--- src/rtl/crc_pause_stack_pkg.sv ---
// crc_pause_stack_pkg: shared CRC key widths, stack sizing and the saved-context record
package crc_pause_stack_pkg;
  localparam int CRC_KEY_WIDTH = 4;
  localparam int CRC_KEY_SIZE  = 1 << CRC_KEY_WIDTH;
  localparam int CRC_WIDTH     = 32;
  localparam int CNT_WIDTH     = 16;
  localparam int STACK_DEPTH   = 8;
  typedef struct packed {
    logic [CRC_KEY_WIDTH-1:0] key;
    logic [CRC_WIDTH-1:0]     crc;
    logic [CNT_WIDTH-1:0]     cnt;
  } crc_ctx_t;
endpackage

--- src/rtl/crc_ctx_ram.sv ---
// crc_ctx_ram: DEPTH x W register file, sync write / async read (MLAB-mappable); ports i_we/i_waddr/i_wdata write, i_raddr/o_rdata read
module crc_ctx_ram #(
  parameter int DEPTH = 8,
  parameter int AW    = 3,
  parameter int W     = 52
) (
  input  logic          clk,
  input  logic          i_we,
  input  logic [AW-1:0] i_waddr,
  input  logic [W-1:0]  i_wdata,
  input  logic [AW-1:0] i_raddr,
  output logic [W-1:0]  o_rdata
);
  logic [W-1:0] r_mem [DEPTH];
  always_ff @(posedge clk) if (i_we) r_mem[i_waddr] <= i_wdata;
  assign o_rdata = r_mem[i_raddr];
endmodule

--- src/rtl/crc_pause_stack.sv ---
// crc_pause_stack: context stack for CRC pause/unpause; push/load/pop strobes in, TOS key, depth, restore pulse and sticky errors out
module crc_pause_stack
  import crc_pause_stack_pkg::*;
#(
  parameter int KEY_WIDTH = CRC_KEY_WIDTH,
  parameter int CRC_WIDTH = crc_pause_stack_pkg::CRC_WIDTH,
  parameter int CNT_WIDTH = crc_pause_stack_pkg::CNT_WIDTH,
  parameter int DEPTH     = STACK_DEPTH,
  parameter int PTR_WIDTH = $clog2(DEPTH)
) (
  input  logic                 clk,
  input  logic                 rst,
  input  logic                 pause_store,
  input  logic                 unpause_load,
  input  logic                 unpause_setfsm_popstack,
  input  logic [KEY_WIDTH-1:0] cur_key,
  input  logic [CRC_WIDTH-1:0] cur_crc,
  input  logic [CNT_WIDTH-1:0] cur_cnt,
  input  logic                 clr_status,
  output logic                 empty_n,
  output logic                 full,
  output logic [KEY_WIDTH-1:0] paused_cs_tos,
  output logic                 restore_valid,
  output logic [KEY_WIDTH-1:0] restore_key,
  output logic [CRC_WIDTH-1:0] restore_crc,
  output logic [CNT_WIDTH-1:0] restore_cnt,
  output logic [PTR_WIDTH:0]   depth,
  output logic                 overflow,
  output logic                 underflow
);
  localparam int W = KEY_WIDTH + CRC_WIDTH + CNT_WIDTH;
  localparam logic [PTR_WIDTH:0] FULL_SP = (PTR_WIDTH+1)'(DEPTH);
  logic [PTR_WIDTH:0]   r_sp, w_sp_nxt;
  logic [PTR_WIDTH-1:0] w_tos_idx, w_wr_idx;
  logic [W-1:0]         w_tos;
  logic                 w_empty, w_pop_ok, w_push_ok;
  assign w_empty   = r_sp == '0;
  assign w_tos_idx = r_sp[PTR_WIDTH-1:0] - PTR_WIDTH'(1);
  assign w_pop_ok  = unpause_setfsm_popstack && !w_empty;
  // a same-cycle pop frees the TOS slot, so the push replaces it even when full
  assign w_push_ok = pause_store && (w_pop_ok || r_sp != FULL_SP);
  assign w_wr_idx  = w_pop_ok ? w_tos_idx : r_sp[PTR_WIDTH-1:0];
  always_comb begin
    w_sp_nxt = r_sp;
    w_sp_nxt = (w_push_ok && !w_pop_ok) ? r_sp + (PTR_WIDTH+1)'(1) :
               (w_pop_ok && !w_push_ok) ? r_sp - (PTR_WIDTH+1)'(1) : r_sp;
  end
  crc_ctx_ram #(.DEPTH(DEPTH), .AW(PTR_WIDTH), .W(W)) u_ram (
    .clk     (clk),
    .i_we    (w_push_ok),
    .i_waddr (w_wr_idx),
    .i_wdata ({cur_key, cur_crc, cur_cnt}),
    .i_raddr (w_tos_idx),
    .o_rdata (w_tos)
  );
  always_ff @(posedge clk or negedge rst) begin
    if (!rst) begin
      r_sp          <= '0;
      restore_valid <= 1'b0;
      restore_key   <= '0;
      restore_crc   <= '0;
      restore_cnt   <= '0;
      overflow      <= 1'b0;
      underflow     <= 1'b0;
    end else begin
      r_sp          <= w_sp_nxt;
      restore_valid <= unpause_load && !w_empty;
      if (unpause_load && !w_empty) {restore_key, restore_crc, restore_cnt} <= w_tos;
      overflow      <= (overflow && !clr_status) || (pause_store && !w_push_ok);
      underflow     <= (underflow && !clr_status) ||
                       ((unpause_load || unpause_setfsm_popstack) && w_empty);
    end
  end
  // flags decode straight from the registered pointer, so they track sp after every edge and clear with reset
  assign depth         = r_sp;
  assign empty_n       = !w_empty;
  assign full          = r_sp == FULL_SP;
  assign paused_cs_tos = w_empty ? '0 : w_tos[W-1 -: KEY_WIDTH];
endmodule

--- config.mk ---
export PLATFORM = sky130hd
export DESIGN_NAME = crc_pause_stack
export DESIGN_NICKNAME = d
export VERILOG_FILES = /design/src/rtl/crc_pause_stack_pkg.sv /design/src/rtl/crc_ctx_ram.sv /design/src/rtl/crc_pause_stack.sv
export SDC_FILE = /design/constraint.sdc
export NUM_CORES = 1
export LEC_CHECK = 0
export ABC_AREA = 0
export CORE_UTILIZATION = 53
export CTS_CLUSTER_DIAMETER = 30
export DETAILED_ROUTE_END_ITERATION = 7
export PLACE_DENSITY = 0.76
export SYNTH_ARGS = -nofsm -noshare
export SYNTH_HDL_FRONTEND = slang
export SYNTH_SLANG_ARGS = --single-unit
--- constraint.sdc ---
create_clock -name clk -period 4.29 [get_ports clk]
set_input_delay 0.858 -clock clk [delete_from_list [all_inputs] [get_ports clk]]
set_output_delay 0.858 -clock clk [all_outputs]
set_load 0.03 [all_outputs]
==> metrics <==
Max IR drop VDD=slightly below 0.8 mV; Synth Flop Type=edfxtp_1; R2R Setup Slk=~1300 ps; biggest cell delay along the critical path=between 600 and 700 ps; total global-route track usage=roughly 23%; layout cells sized above 1=between 20% and 30%; first-pass GRT wire length=roughly 60 mm; RR Startpoint=depth[1]; gpl congestion=0.767; synthesized cell area=about 18000 um2; clock latency on the worst-skew pair=600 ps; most common cell after layout, fill and taps aside=edfxtp_1; family with the most delay on the worst path=buffers and inverters; Initial Util=54.4%; routed len/inst=roughly 23 um; vias=~10000; most frequent cells in the layout=edfxtp_1 (416), mux2_2 (193), clkdlybuf4s50_1 (117), o22ai_1 (98), clkbuf_16 (88); final-layout fill cell count=2133; Slew Viols, Final=0; crit-path max FO=8; status=finished, final reports clean; Slowest cell on crit path=clkdlybuf4s50_1; PD cells=884 nW/um2; Syn Area/Cell=~18 um2; critical path class=flip-flop to primary output; unrepaired setup endpoints after global routing=no; WL met2=~20 mm; Synth Register Bits=roughly 480; R2R Path End=depth[3]; Cells after DPL=between 1500 and 2000; die area=around 35000 um2; grt total ovfl=0; CP Launch Point=depth[1]; setup_tns=0 ps; initial antenna violation count=2; worst r2r path cells=13; iteration-0 DRC count of the detailed router=970; H-tree Lvls=3; metal3 WL=roughly 2.6 mm; Antenna Cells=0; Yosys top cell by area=edfxtp_1; CP most frequent cell=inv_1; Netlist cell types=36; P_leak=between 7 and 8 nW; relative slew slack=about 28%; post-cts sizing count=0; yosys warns=0; IO Pins=between 100 and 150; worst path bufs/invs=3; Layout Cells excl Fill=approximately 1700; core area=33900 um2; Clock Skew=about 26 ps; Sink Count=roughly 480; CP Cell Sequence=inv_1, ha_4, nor2b_1, nand2_1, inv_1, clkdlybuf4s50_1; hold_ws=about 430 ps; nets=~1300; Slew @ Worst Pin=about 1100 ps; Worst path depth=6; Setup Fix Bufs, Post-CTS=0; Max Cap Violations=0; setup violators final=0; Post-synth EDFFs=approximately 420; syn_nets=roughly 1100; CTS Buf Count=85; Die Ht=188 um; wl on met1=approximately 17 mm; CP endpoint=full; Final Core Density=roughly two thirds; post-route ant nets=0; DRC=0; Cells after Synth=around 1000; dpl hpwl=around 21 mm; First-pass DRT Iterations=5; Yosys top cell area share=just under 70%; Rows=67; Hold Buf Count CTS=0; dpl cell area=around 20000 um2; final hold viol count=0; Layout area overhead=24.9%; top area cells in the synthesized netlist=edfxtp_1 (68%), mux2_2 (12%), dfrtp_1 (8.0%), o22ai_1 (3.3%), o31ai_1 (2.0%); CTS tree=done; pin count of the biggest net entering global routing=roughly 120; Worst setup EP type=primary output; post-synthesis sequential area ratio=approximately three quarters; fin crit share=between 80% and 90%; Clock Tree Root=clkbuf_16; min Tclk post-route=between 3000 and 4000 ps; maximum clock rate=roughly 280 MHz; top sig layer=met5; number of port buffers=between 100 and 150; Die W=approximately 190 um; Clk pin slew, worst setup/hold paths=50 ps; CP arrival=roughly 2700 ps; async set or reset register ratio after synthesis=about 12%; Hold/Removal Path Class=primary input to async pin; post-route cell area=roughly 23000 um2; vias in the first global route=about 11000; CP Launch Type=flip-flop; Worst Path Required=3430 ps; total wire length=about 40 mm; DR vias/cell=5.89; clk buf depth=3
cells in the mapped netlist, types with 2 or more instances:
cell and number:
o21ai_0 6, nand2_2 3, edfxtp_1 416, o2bb2ai_1 2, o22ai_1 98, dfrtp_1 59
mux2_2 193, buf_2 39, inv_1 10, o31ai_1 48, nor2_1 18, buf_6 5
mux2i_1 17, nand2_1 58, a22oi_1 2, ha_1 4, a2bb2oi_1 2, nand4_1 4
nand3_1 17, buf_4 6, xnor2_1 4, clkbuf_1 11
stage by stage:
stage / worst slack (ps) / total power [W]
2_1_floorplan: -321 / 0.0117
3_3_place_gp: 1030 / 0.0137
3_5_place_dp: 915 / 0.0139
4_1_cts: 735 / 0.0204
5_1_grt: 562 / 0.0212
6_report: 725 / 0.0203
worst min path at each step:
stage / from / endpoint / slack, ps / cells past startpoint
2_1_floorplan: rst / depth[0] / 560 / 0
3_3_place_gp: restore_key[0] / restore_key[0] / 460 / 2
3_5_place_dp: restore_cnt[1] / restore_cnt[1] / 470 / 2
4_1_cts: rst / restore_crc[2] / 440 / 1
5_1_grt: rst / restore_crc[9] / 490 / 1
6_report: rst / depth[3] / 430 / 1
where the power goes:
part           switching (W)  internal [W]  leakage [nW]  total, W
sequential          0.000383       0.00614          4.49   0.00652
combinational        0.00426       0.00308          2.08   0.00734
clock                0.00230       0.00416          1.35   0.00646
total                0.00695        0.0134          7.91    0.0203
kinds of logic after synthesis:
logic type	synth area share (%)
compound gates	6.09
fa+ha+maj	0.381
buf+inv	2.04
mux	12.7
simple gates	2.39
flops	75.9
xor+xnor	0.489
routing by layer:
| layer | global-route usage [%] | up-vias |
|---|---|---|
| met1 | 31.0 | 5204 |
| li1 | - | 4482 |
| met2 | 37.5 | 425 |
| met3 | 4.79 | 68 |
| met5 | 0 | - |
| met4 | 8.16 | 4 |
sequential cells by signal, summed over array words and instances (netlist names):
register       flops
u_ram.r_mem      416
restore_crc       32
restore_cnt       16
depth              4
restore_key        4
overflow           1
restore_valid      1
underflow          1
final cells by class:
class	count	area (um2)	share of cell area, %
flip-flops and latches	475	14000	60.7
multi-input cells	490	4150	18.0
clock buffers	102	2290	9.98
repair buffers	145	1460	6.33
well taps	448	561	2.44
clock inverters	58	534	2.32
inverters	10	37.5	0.163
Note: power is estimated with default switching activity, not from simulation.
